### src/rtl/screen_pkg.sv
// Shared types and constants for the beat/scene scheduler: scene table, FSM states, tempo range helper.
package screen_pkg;

  localparam int unsigned AUD_RATE   = 48000;
  localparam int unsigned NUM_SCENES = 8;
  localparam int unsigned SCENE_W    = 3;
  localparam int unsigned TICS_W     = 32;

  typedef struct packed {
    logic [3:0] dancers;
    logic [1:0] motion;
  } scene_t;

  typedef enum logic [1:0] {
    IDLE = 2'd0,
    RUN  = 2'd1,
    LOST = 2'd2
  } sched_state_e;

  // Choreography per scene: dancer set grows, then alternates patterns.
  localparam scene_t SCENE_TABLE [NUM_SCENES] = '{
    '{dancers: 4'b0001, motion: 2'd0},
    '{dancers: 4'b0011, motion: 2'd1},
    '{dancers: 4'b0111, motion: 2'd2},
    '{dancers: 4'b1111, motion: 2'd3},
    '{dancers: 4'b1010, motion: 2'd1},
    '{dancers: 4'b0101, motion: 2'd2},
    '{dancers: 4'b1100, motion: 2'd3},
    '{dancers: 4'b1001, motion: 2'd0}
  };

  function automatic logic tics_in_range(input logic [TICS_W-1:0] tics,
                                         input int unsigned lo,
                                         input int unsigned hi);
    return (tics >= TICS_W'(lo)) && (tics <= TICS_W'(hi));
  endfunction

endpackage

### src/rtl/beat_tick_counter.sv
// Beat clock: tempo shadow/period registers and the audio-sample tick counter that marks beat boundaries.
module beat_tick_counter
  import screen_pkg::*;
#(
  parameter int unsigned MAX_TICS = 96000
) (
  input  logic              i_clk,
  input  logic              i_rst,
  input  logic              i_clear,
  input  logic              i_run,
  input  logic              i_aud_strobe,
  input  logic [TICS_W-1:0] i_tics,
  input  logic              i_shadow_we,
  input  logic              i_load_now,
  input  logic              i_tap_start,
  input  logic              i_tap_beat,
  output logic              o_boundary_c
);

  logic [TICS_W-1:0] r_shadow;
  logic [TICS_W-1:0] r_period;
  logic [TICS_W-1:0] r_tick_cnt;
  logic              w_boundary;

  // >= so a period shortened mid-beat still wraps on the next strobe.
  assign w_boundary   = i_run && (i_tap_beat ||
                        (i_aud_strobe && (r_tick_cnt >= (r_period - TICS_W'(1)))));
  assign o_boundary_c = w_boundary;

  always_ff @(posedge i_clk or posedge i_rst) begin
    if (i_rst) begin
      r_shadow   <= '0;
      r_period   <= '0;
      r_tick_cnt <= '0;
    end else if (i_clear) begin
      r_shadow   <= '0;
      r_period   <= '0;
      r_tick_cnt <= '0;
    end else begin
      if (i_shadow_we) r_shadow <= i_tics;

      // Period only changes on entry from IDLE or at a beat boundary.
      if (i_load_now) begin
        r_period <= i_tics;
      end else if (i_tap_start) begin
        r_period <= TICS_W'(MAX_TICS);
        r_shadow <= TICS_W'(MAX_TICS);
      end else if (w_boundary) begin
        r_period <= r_shadow;
      end

      if (w_boundary)                  r_tick_cnt <= '0;
      else if (i_run && i_aud_strobe)  r_tick_cnt <= r_tick_cnt + TICS_W'(1);
    end
  end

endmodule

### src/rtl/beat_scene_scheduler.sv
// Beat-locked draw-layer scheduler: run/lost FSM, beat/bar/scene position and scene-table outputs.
// Define BEAT_SCHED_TAP_EN to make the tap input force beat resync and start from IDLE.
module beat_scene_scheduler
  import screen_pkg::*;
#(
  parameter int unsigned MIN_TICS       = 12000,
  parameter int unsigned MAX_TICS       = 96000,
  parameter int unsigned BEATS_PER_BAR  = 4,
  parameter int unsigned BARS_PER_SCENE = 4,
  parameter int unsigned TIMEOUT_BEATS  = 16
) (
  input  logic              clk,
  input  logic              reset,
  input  logic              enable,
  input  logic              aud_strobe,
  input  logic [TICS_W-1:0] tics_per_beat,
  input  logic              tics_valid,
  input  logic              tap,
  input  logic [3:0]        dancer_mask,
  output logic              beatHit,
  output logic [3:0]        beat_in_bar,
  output logic [SCENE_W-1:0] scene,
  output logic [3:0]        dancer_en,
  output logic [1:0]        motionType,
  output logic              tempo_lost,
  output logic              period_err
);

  localparam int unsigned TO_W = $clog2(TIMEOUT_BEATS + 1);

  sched_state_e       r_state;
  logic [TO_W-1:0]    r_timeout_cnt;
  logic [3:0]         r_beat_in_bar;
  logic [3:0]         r_bar_cnt;
  logic [SCENE_W-1:0] r_scene;
  logic               r_beat_hit;
  logic [3:0]         r_dancer_en;
  logic [1:0]         r_motion;
  logic               r_tempo_lost;
  logic               r_period_err;

  logic w_in_range;
  logic w_valid_ok;
  logic w_tap;
  logic w_run;
  logic w_idle_en;
  logic w_boundary;

`ifdef BEAT_SCHED_TAP_EN
  assign w_tap = tap;
`else
  assign w_tap = tap & 1'b0;
`endif

  assign w_in_range = tics_in_range(tics_per_beat, MIN_TICS, MAX_TICS);
  assign w_valid_ok = tics_valid && w_in_range;
  assign w_run      = (r_state != IDLE);
  assign w_idle_en  = enable && (r_state == IDLE);

  beat_tick_counter #(
    .MAX_TICS (MAX_TICS)
  ) u_tick (
    .i_clk        (clk),
    .i_rst        (reset),
    .i_clear      (~enable),
    .i_run        (w_run),
    .i_aud_strobe (aud_strobe),
    .i_tics       (tics_per_beat),
    .i_shadow_we  (enable && w_valid_ok),
    .i_load_now   (w_idle_en && w_valid_ok),
    .i_tap_start  (w_idle_en && w_tap && !w_valid_ok),
    .i_tap_beat   (w_tap),
    .o_boundary_c (w_boundary)
  );

  always_ff @(posedge clk or posedge reset) begin
    if (reset) begin
      r_state       <= IDLE;
      r_timeout_cnt <= '0;
      r_beat_in_bar <= '0;
      r_bar_cnt     <= '0;
      r_scene       <= '0;
      r_beat_hit    <= 1'b0;
      r_dancer_en   <= '0;
      r_motion      <= '0;
      r_tempo_lost  <= 1'b0;
      r_period_err  <= 1'b0;
    end else if (!enable) begin
      r_state       <= IDLE;
      r_timeout_cnt <= '0;
      r_beat_in_bar <= '0;
      r_bar_cnt     <= '0;
      r_scene       <= '0;
      r_beat_hit    <= 1'b0;
      r_dancer_en   <= '0;
      r_motion      <= '0;
      r_tempo_lost  <= 1'b0;
      r_period_err  <= 1'b0;
    end else begin
      r_period_err <= tics_valid && !w_in_range;
      r_beat_hit   <= w_boundary;

      case (r_state)
        IDLE: begin
          if (w_valid_ok || w_tap) r_state <= RUN;
        end
        RUN: begin
          if (!w_valid_ok && (r_timeout_cnt == TO_W'(TIMEOUT_BEATS))) begin
            r_state      <= LOST;
            r_tempo_lost <= 1'b1;
          end
        end
        LOST: begin
          if (w_valid_ok) begin
            r_state      <= RUN;
            r_tempo_lost <= 1'b0;
          end
        end
        default: r_state <= IDLE;
      endcase

      if (w_valid_ok)
        r_timeout_cnt <= '0;
      else if (w_boundary && (r_timeout_cnt != TO_W'(TIMEOUT_BEATS)))
        r_timeout_cnt <= r_timeout_cnt + TO_W'(1);

      // A tap resyncs to the start of a bar but keeps the current scene.
      if (w_boundary) begin
        if (w_tap) begin
          r_beat_in_bar <= '0;
          r_bar_cnt     <= '0;
        end else if (r_beat_in_bar == 4'(BEATS_PER_BAR - 1)) begin
          r_beat_in_bar <= '0;
          if (r_bar_cnt == 4'(BARS_PER_SCENE - 1)) begin
            r_bar_cnt <= '0;
            r_scene   <= (r_scene == SCENE_W'(NUM_SCENES - 1)) ? '0 : r_scene + SCENE_W'(1);
          end else begin
            r_bar_cnt <= r_bar_cnt + 4'd1;
          end
        end else begin
          r_beat_in_bar <= r_beat_in_bar + 4'd1;
        end
      end

      if (w_run) begin
        r_dancer_en <= SCENE_TABLE[r_scene].dancers & dancer_mask;
        r_motion    <= SCENE_TABLE[r_scene].motion;
      end else begin
        r_dancer_en <= '0;
        r_motion    <= '0;
      end
    end
  end

  assign beatHit     = r_beat_hit;
  assign beat_in_bar = r_beat_in_bar;
  assign scene       = r_scene;
  assign dancer_en   = r_dancer_en;
  assign motionType  = r_motion;
  assign tempo_lost  = r_tempo_lost;
  assign period_err  = r_period_err;

endmodule

### config.mk
export PLATFORM = sky130hd
export DESIGN_NAME = beat_scene_scheduler
export DESIGN_NICKNAME = d
export VERILOG_FILES = /design/src/rtl/screen_pkg.sv /design/src/rtl/beat_tick_counter.sv /design/src/rtl/beat_scene_scheduler.sv
export SDC_FILE = /design/constraint.sdc
export NUM_CORES = 1
export LEC_CHECK = 0
export BUFFER_PORTS_ARGS = -buffer_cell sky130_fd_sc_hd__buf_2
export CAP_MARGIN = 20
export CORE_MARGIN = 5
export CORE_UTILIZATION = 55
export DETAILED_ROUTE_END_ITERATION = 8
export HOLD_SLACK_MARGIN = 0.08
export PLACE_DENSITY_LB_ADDON = 0.05
export SLEW_MARGIN = 20
export SYNTH_ARGS = -nofsm -noshare
export SYNTH_HDL_FRONTEND = slang
export SYNTH_HIERARCHICAL = 1
export SYNTH_SLANG_ARGS = --single-unit
### constraint.sdc
create_clock -name clk -period 4.9 [get_ports clk]
set_input_delay 0.245 -clock clk [delete_from_list [all_inputs] [get_ports clk]]
set_output_delay 0.245 -clock clk [all_outputs]
set_load 0.005 [all_outputs]
* Word level (Yosys, flattened, before mapping)
Memory sizes are Yosys's and may differ from the RTL's.
Index checks and enable logic that the tools add are counted.
Widths: inputs -> output; s select.
** Cells by class
- Add/subtract/negate cells :: 6
- Magnitude comparators :: 4
- Eq/ne operators :: 18
- Multiplexer cells :: 39
- Bitwise gates (word level) :: 2
- Reductions and logical operators :: 20
** Operator list (number)
- $mux 32 :: 8
- $mux 4 :: 9
- $add 32x1->32 const B :: 1
- $ge 32x14->1 const B :: 1
- $ge 32x32->1 :: 1
- $le 32x17->1 const B :: 1
- $sub 32x1->32 const B :: 1
- $mux 3 :: 5
- $mux 5 :: 3
- $mux 6 :: 2
- $ne 3x1->1 const B :: 4
- $logic_and 1x1->1 :: 11
- $mux 2 :: 5
- $add 4x1->4 const B :: 2
- $eq 4x2->1 const B :: 2
- $ne 2x1->1 const B :: 4
- $ne 3x3->1 const B :: 2
- $reduce_and 3->1 :: 2
- $add 5x1->5 const B :: 1
- $eq 5x5->1 const B :: 1
- $mux 1 :: 5
- $ne 5x5->1 const B :: 1
- $and 4x4->4 :: 1
- $ge 4x4->1 const B :: 1
- other kinds (13) :: 15
** Word-level totals
- Register bits :: 123
- ROM bits :: 48
- Output and inout port bits :: 16
- Word-level logic and storage cells :: 103
- Memories kept :: 1
** Memories
- (no name shown) :: words 8, bits a word 6, read ports 1, clocked after memory_dff 0, write ports 0, line beat_scene_scheduler.sv:147 : r_motion <= SCENE_TABLE[r_scene].motion;

* Depth between registers and ports, before layout
Gate-level depths: netlist of run 1.
- Depth in word-level cells :: 8
- Gate-level depth with buffers :: 18
- Depth with buffers taken out :: 17

* Modules after synthesis
The synthesis of run 1 kept the hierarchy.
** By module, submodules not included
- beat_tick_counter :: instances 1, cells each 583, area each 5669.2 um^2, seq. area each 2402.3 um^2
- beat_scene_scheduler :: instances 1, cells each 147, area each 1487.7 um^2, seq. area each 675.6 um^2

* Worst setup path before layout of run 1
No wires, ideal clock.
- Path type :: reg2reg
- Start :: register u_tick.r_period[11]
- End :: register r_bar_cnt[2]
- Library setup time :: 0.120 ns
- Arrival time :: 4.308 ns
- Slack :: 0.472 ns
- Stages on the path, launching flop included :: 18
- Path buffers :: 1
- Period minus slack after synthesis :: 4.428 ns
- Cells stage by stage :: dfrtp_1 -> or4_4 -> or3_4 -> or4_4 -> nand2b_4 -> nor2_1 -> xnor2_1 -> ha_1 -> nand4_1 -> nor4_1 -> nand2_1 -> a31oi_1 -> or2_2 -> clkbuf_1 -> nand4bb_1 -> a21boi_0 -> xnor2_1 -> nor2_1
** Between the ends
- Cells in the longest elaborated chain, start to end :: 6
** Ends and longest elaborated chain
- from (decl) :: line beat_tick_counter.sv:21 : logic [TICS_W-1:0] r_period;
- from (signal assigned) :: line beat_tick_counter.sv:44 : r_period <= i_tics;
- from (signal assigned) :: line beat_tick_counter.sv:46 : r_period <= TICS_W'(MAX_TICS);
- from (signal assigned) :: line beat_tick_counter.sv:49 : r_period <= r_shadow;
- $sub 32x1->32 :: line beat_tick_counter.sv:27 : (i_aud_strobe && (r_tick_cnt >= (r_period - TICS_W'(1)))));
- $ge 32x32->1 :: line beat_tick_counter.sv:27
- $logic_and 1x1->1 :: line beat_tick_counter.sv:27
- $logic_and 1x1->1 :: line beat_tick_counter.sv:26 : assign w_boundary = i_run && (i_tap_beat ||
- via w_boundary :: line beat_scene_scheduler.sv:47 : logic w_boundary;
- $ne 2x1->1 (no source line)
- $reduce_and 2->1 (no source line)
- to (signal assigned) :: line beat_scene_scheduler.sv:138 : r_bar_cnt <= r_bar_cnt + 4'd1;
- to (decl) :: line beat_scene_scheduler.sv:34 : logic [3:0] r_bar_cnt;
The timed path passes the listed nets, and every way through them passes these cells.
A chain may end at the register's enable or synchronous reset.

* Worst setup path in the final report of run 1
Ends and elaborated chain as after synthesis.

==> qor.yml, run 1 <==
status: "complete, no violations"
cts.sinks: 123
drc_errors: 0
path_max_fanout: 6
synth_seq_cells: 123
grt_overflow_total: 0
area_growth_pct: 15.8
cp-start-kind: "flop"
grt_pass1_vias: 5479
cts_htree_levels: 4
gp_congestion: 0.891
hpwl_um: 11500
max_freq_mhz: 218
drv_slew: 0
fp.dieH_um: 124
place_area_sq_mm: 0.00764
p_sw_share_pct: 23.2
worstPathCellList: "or4_4, or3_4, or4_4, nand2b_4, nor2_1, xnor2_1, ha_1, nand4_1, nor4_1, nand2_1, a31oi_1, or2_2, nand4bb_1, a21boi_0, xnor2_1, nor2_1"
power_density_mw_per_mm2: 307
r2r-end: "r_bar_cnt[2]"
final_common_cell: "nor2_1"
fp-row-count: 41
ys_seq_area_share_pct: 43.0
slowest_stage: "or4_4"
clkTransAtPathRegs_ns: 0.05
drive_gt1_share_pct: 17.8
design.core.area_sq_mm: 0.0127
ys_types: 53
synth-warning-count: 6
p_clk_share_pct: 50.9
setup_viol: 0
grt_antenna_before_repair: 0
die_area_sq_mm: 0.0154
clock_latency_ns: 0.42
finalInstanceArea_sq_mm: 0.00829
antenna_left: 0
initial_core_util_pct: 56.5
cts_tree: "done"
grt_max_degree: 57
p_leak_nw: 3.69
r2r-start: "u_tick/r_period[11]"
p_comb_share_pct: 8.1
boundaryPins: 58
grt_pass1_wl_um: 27100
hold_viol: 0
synth_edf_count: 0
dpl.cell_count: 942
period_needed_ns: 4.58
fin_cells: 977
dr.pass1.iters: 6
ir_worst_vdd_v: 0.000250
routed_wl_um: 15900
root_buffer: "clkbuf_16"
p_int_mw: 1.96
holdCritPathClass: "input port to flop"
fin_ws_ns: 0.323
dp_slack_ns: 0.363
nFillCells: 1018
worstHoldPathCells: 2
critical_path_class: "flop to flop"
slew_headroom_pct: 33.5
synth_area_sq_mm: 0.00716
num_antenna_cells: 0
holdPathEnd: "dancer_en[3]"
io_buffers: 56
rsz0062_at_grt: "false"
track_usage_pct: 22.5
r2r_setup_slack_ns: 0.32
cts_buffer_depth: 2
cts_buffers: 17
cp.required_ns: 5.20
fin_tns_setup_ns: 0
drt-vias-per-instance: 5.62
tightest_slew_ns: 0.997
seq_power_share_pct: 41.0
worst_r2r_path_depth: 16
power_switching_mw: 0.590
min_period_over_period_pct: 93.4
dr.first_iter.drc_count: 394
multi_input_area_sq_mm: 0.00392
clock_skew_ns: 0.00885
maxCapViolations: 0
syn_area_per_cell_sq_um: 9.80
routed-via-count: 5486
final_cell_mix: "nor2_1, dfrtp_1, buf_2"
cp_slowest_stage_delay_ns: 0.54
hp-start: "dancer_mask[3]"
register_area_sq_mm: 0.00308
final_util_pct: 65.4
synthArstFlopShare_pct: 100
die_w_um: 124
synth_ff_type: "dfrtp_1"
worstPathArrival_ns: 4.88
wire_per_inst_um: 16.3
end_kind: "flop"
nNetsFinal: 878
synthCells: 730
## area by class of cell
class	count	area share [%]
clock buffer	19	5.22
sequential	123	37.1
multi-input combinational	563	47.3
timing repair buffer	68	4.74
tap	172	2.60
clock inverter	12	2.08
inverter	20	0.921
## worst max-delay path by stage
stage | endpoint | from | slack (ns)
finish | r_bar_cnt[2] | u_tick/r_period[11] | 0.32
global route | r_bar_cnt[2] | u_tick/r_period[11] | 0.14
CTS | r_bar_cnt[2] | u_tick/r_period[11] | 0.37
detailed placement | r_bar_cnt[2] | u_tick/r_period[11] | 0.36
global placement | r_bar_cnt[2] | u_tick/r_period[11] | 0.48
floorplan | r_bar_cnt[2] | u_tick/r_period[11] | 0.47
## metrics by stage
step / hold WS, ns / power (mW)
floorplan: 0.298 / 1.20
global placement: 0.386 / 1.26
detailed placement: 0.411 / 1.27
CTS: 0.0815 / 2.56
global route: 0.102 / 2.64
finish: 0.0971 / 2.55
## synthesized netlist by cell type (9+ instances only)
| library cell | n | area share (%) |
|---|---|---|
| xor2_1 | 20 | 2.4 |
| o21ai_0 | 10 | 0.70 |
| ha_1 | 43 | 7.5 |
| nand2_1 | 37 | 1.9 |
| xnor2_1 | 48 | 5.9 |
| nor3_1 | 32 | 2.2 |
| nor4_1 | 10 | 0.87 |
| mux2i_1 | 37 | 5.2 |
| clkbuf_1 | 23 | 1.2 |
| a21oi_1 | 28 | 2.0 |
| nand3_1 | 16 | 1.1 |
| nor3b_1 | 9 | 0.94 |
| dfrtp_1 | 123 | 43 |
| nand4_1 | 19 | 1.7 |
| a22oi_1 | 25 | 2.6 |
| inv_1 | 20 | 1.0 |
| mux2_2 | 31 | 4.9 |
| nor2_1 | 126 | 6.6 |
## metal layers
metal / GRT usage (%) / up-vias / routed length (um)
met3: 4.86 / 6 / 706
met1: 32.4 / 2637 / 7710
met5: 0 / - / 0
met2: 34.3 / 129 / 7350
li1: - / 2714 / -
met4: 6.71 / 0 / 111
## timing repair
action,4_1_cts,5_1_grt
buffers inserted,0,0
hold endpoints to repair,44,0
resized for setup,0,0
hold buffers,4,0
## registers in the layout, summed over array words and instances, names as in the netlist
| signal | count |
|---|---|
| beatHit | 1 |
| motionType | 2 |
| period_err | 1 |
| r_state | 2 |
| r_bar_cnt | 4 |
| tempo_lost | 1 |
| u_tick/r_shadow | 32 |
| scene | 3 |
| u_tick/r_period | 32 |
| dancer_en | 4 |
| beat_in_bar | 4 |
| r_timeout_cnt | 5 |
| u_tick/r_tick_cnt | 32 |
## power by group through the flow
| stage | clock network, mW | logic [mW] | registers [mW] |
|---|---|---|---|
| CTS | 1.31 | 0.207 | 1.04 |
| global route | 1.36 | 0.232 | 1.04 |
| finish | 1.30 | 0.206 | 1.04 |
| detailed placement | 0 | 0.204 | 1.06 |
| floorplan | 0 | 0.137 | 1.06 |
| global placement | 0 | 0.195 | 1.06 |
## kinds of logic (layout without fill, tap and decap cells)
family                   count (synthesis)  count (layout)  synth area share (%)
buffers and inverters                   49             119                  2.62
flip-flops                             123             123                  43.0
adder cells (fa/ha/maj)                 43              43                  7.52
XOR/XNOR                                68              68                  8.32
AO/OA/AOI/OAI                           89              89                  8.30
other                                    1               6                0.0524
AND/OR/NAND/NOR                        288             288                  20.0
multiplexers                            69              69                  10.2
## worst max-delay path, delay by kind of cell, from the launching register on
| kind | cells | cell delay (ns) |
|---|---|---|
| xor+xnor | 2 | 0.23 |
| flops | 1 | 0.43 |
| fa+ha+maj | 1 | 0.31 |
| simple gates | 11 | 2.97 |
| compound gates | 2 | 0.50 |
No activity file was read; power rests on OpenSTA's default activity.
==> inputs of run 2 (changes only) <==
--- a/config.mk
+++ b/config.mk
@@ -12,6 +12,7 @@
 export DETAILED_ROUTE_END_ITERATION = 8
 export HOLD_SLACK_MARGIN = 0.08
 export PLACE_DENSITY_LB_ADDON = 0.05
+export REMOVE_ABC_BUFFERS = 1
 export SLEW_MARGIN = 20
 export SYNTH_ARGS = -nofsm -noshare
 export SYNTH_HDL_FRONTEND = slang
==> run 2 against run 1 <==
Effect of this change: clock-buffer cell count is 1 lower; worst hold slack improved by 0.0099 ns; non-clock buffer count increased by 2; critical path type unchanged; highest routed layer unchanged.
==> qor.yml, run 2 (synthesis gave the netlist of run 1 again) <==
status: "complete, no violations"
cts_resized: 0  # unchanged
max_freq_mhz: 223  # +2.0%
drv_slew: 0  # unchanged
clkTransAtPathRegs_ns: 0.06  # about the same
maxCapViolations: 0  # unchanged
area_growth_pct: 15.4
top_layer: "met4"
wl_met3_um: 653  # -7.5%
end_kind: "flop"
clock_skew_ns: 0.00702  # -0.00183 ns
die_area_sq_mm: 0.0154  # unchanged
hold_viol: 0  # unchanged
routed_wl_um: 15400  # -2.7%
grt_pass1_wl_um: 26600  # -2.2%
nNetsFinal: 880  # +0.23%
gp_congestion: 0.880  # -1.2%
cts_buffer_depth: 2  # unchanged
grt_antenna_before_repair: 0  # unchanged
p_int_mw: 1.82  # -6.9%
dr_wl_met2_um: 6910  # -5.9%
dp_slack_ns: 0.415  # +0.0514 ns
fp-row-count: 41  # unchanged
p_clk_share_pct: 48.5  # -2.4 points
top_regs: "u_tick/r_period (32), u_tick/r_shadow (32), u_tick/r_tick_cnt (32)"
period_needed_ns: 4.48  # -0.0919 ns
r2r-start: "u_tick/r_period[11]"
drc_errors: 0  # unchanged
cp-start-kind: "flop"
finalPower_mw: 2.42  # -4.9%
grt_max_degree: 62  # +8.8%
hpwl_um: 11100  # -3.5%
num_antenna_cells: 0  # unchanged
dr.pass1.iters: 4  # -2
design.core.area_sq_mm: 0.0127  # unchanged
cts_tree: "done"
io_buffers: 56  # unchanged
grt_overflow_total: 0  # unchanged
fin_ws_ns: 0.415  # +0.0919 ns
slew_headroom_pct: 32.4  # -1.1 points
hp-start: "tics_per_beat[26]"
ir_worst_vdd_v: 0.000223  # -11%
dpl.cell_count: 943  # +0.11%
critical_path_class: "flop to flop"
min_period_over_period_pct: 91.5  # -1.9 points
holdCritPathClass: "input port to flop"
cts.sinks: 123  # unchanged
drt-vias-per-instance: 5.53  # -1.5%
fin_cells: 980  # +0.31%
routedLengthMet1_um: 7660  # -0.61%
nFillCells: 1053  # +3.4%
rsz0062_at_grt: "false"
dr.first_iter.drc_count: 271  # -31%
power_switching_mw: 0.601  # +1.9%
p_sw_share_pct: 24.8  # +1.6 points
drive_gt1_share_pct: 18.2  # +0.43 points
final_common_cell: "nor2_1"
routed-via-count: 5422  # -1.2%
boundaryPins: 58  # unchanged
power_density_mw_per_mm2: 293  # -4.5%
initial_core_util_pct: 56.5  # unchanged
seq_power_share_pct: 43.1  # +2.1 points
cts_htree_levels: 4  # unchanged
path_max_fanout: 6  # unchanged
root_buffer: "clkbuf_16"
antenna_left: 0  # unchanged
setup_viol: 0  # unchanged
tightest_slew_ns: 1.01  # +0.0166 ns
clock_latency_ns: 0.42  # about the same
fp.dieH_um: 124  # unchanged
wire_per_inst_um: 15.8  # -3.0%
grt_pass1_vias: 5458  # -0.38%
startpoint: "u_tick/r_period[11]"
final_cell_mix: "nor2_1, dfrtp_1, buf_2"
fin_tns_setup_ns: 0  # unchanged
cp.required_ns: 5.20  # about the same
die_w_um: 124  # unchanged
worstPathArrival_ns: 4.78  # -0.10 ns
track_usage_pct: 22.0  # -0.53 points
p_comb_share_pct: 8.4  # +0.3 points
p_leak_nw: 3.68  # -0.31%
cts_buffers: 17  # unchanged
run 2: changes by cell type in the layout (fill, tap and decap cells not counted):
cell | before | now
clkbuf_8 | 0 | 1
clkinv_2 | 5 | 6
clkinvlp_4 | 2 | 3
clkinv_4 | 1 | 2
buf_4 | 7 | 8
bufinv_16 | 4 | 1
dlygate4sd3_1 | 4 | 5
clkbuf_1 | 2 | 0
inv_6 | 1 | 3
run 2: path summary, 6_finish.rpt:
check	slack [ns]	endpoint	cells past startpoint
worst max-delay path	0.42	r_bar_cnt[2]	15
worst min-delay path	0.11	u_tick/r_shadow[26]	3
min in group asynchronous	0.45	u_tick/r_tick_cnt[1]	3
max in group asynchronous	3.25	u_tick/r_period[19]	4
worst max register to register	0.42	r_bar_cnt[2]	15
worst min register to register	0.52	u_tick/r_shadow[23]	2
run 2: power groups by stage:
stage | registers [mW] | logic (mW) | clock network [mW]
6_report | 1.04 | 0.204 | 1.17
3_3_place_gp | 1.06 | 0.195 | 0
5_1_grt | 1.04 | 0.234 | 1.26
3_5_place_dp | 1.06 | 0.203 | 0
4_1_cts | 1.04 | 0.207 | 1.20
2_1_floorplan | 1.06 | 0.132 | 0
run 2: layer usage:
metal  track usage, %  vias to the layer above
met5                0                        -
met2             32.8                       98
li1                 -                     2710
met3             5.50                       13
met1             31.6                     2601
met4             7.05                        0
run 2: repair_timing:
action,4_1_cts,5_1_grt
setup buffers,0,0
hold buffers,5,0
setup endpoints to repair,0,0
hold endpoints to repair,39,0
run 2: worst max-delay path: stages, from the launching register on:
cell and delay [ns]:
dfrtp_1 0.42, or4_4 0.54, or3_4 0.36, or4_4 0.54
nand2b_4 0.17, nor2_1 0.15, xnor2_1 0.08, ha_1 0.31
nand4_1 0.17, or4_1 0.53, nand3_1 0.17, or2_2 0.17
nand4bb_1 0.25, a21boi_0 0.30, xnor2_1 0.14, nor2_1 0.05
run 2: final cells by class:
type,count,area [sq um],area share [%]
clock buffers,18,439,5.32
well taps,172,215,2.61
repair buffers,70,410,4.97
inverters,20,76.3,0.924
multi-input cells,563,3920,47.4
clock inverters,14,121,1.47
flip-flops and latches,123,3080,37.3
run 2: through the flow:
stage,utilization [%],hold WS (ns),cell area (sq um)
final,65.2,0.107,8260
after CTS,65.2,0.0925,8260
after global routing,65.2,0.101,8260
after global placement,60.4,0.347,7650
after floorplan,-,0.298,7060
after detailed placement,60.4,0.349,7650
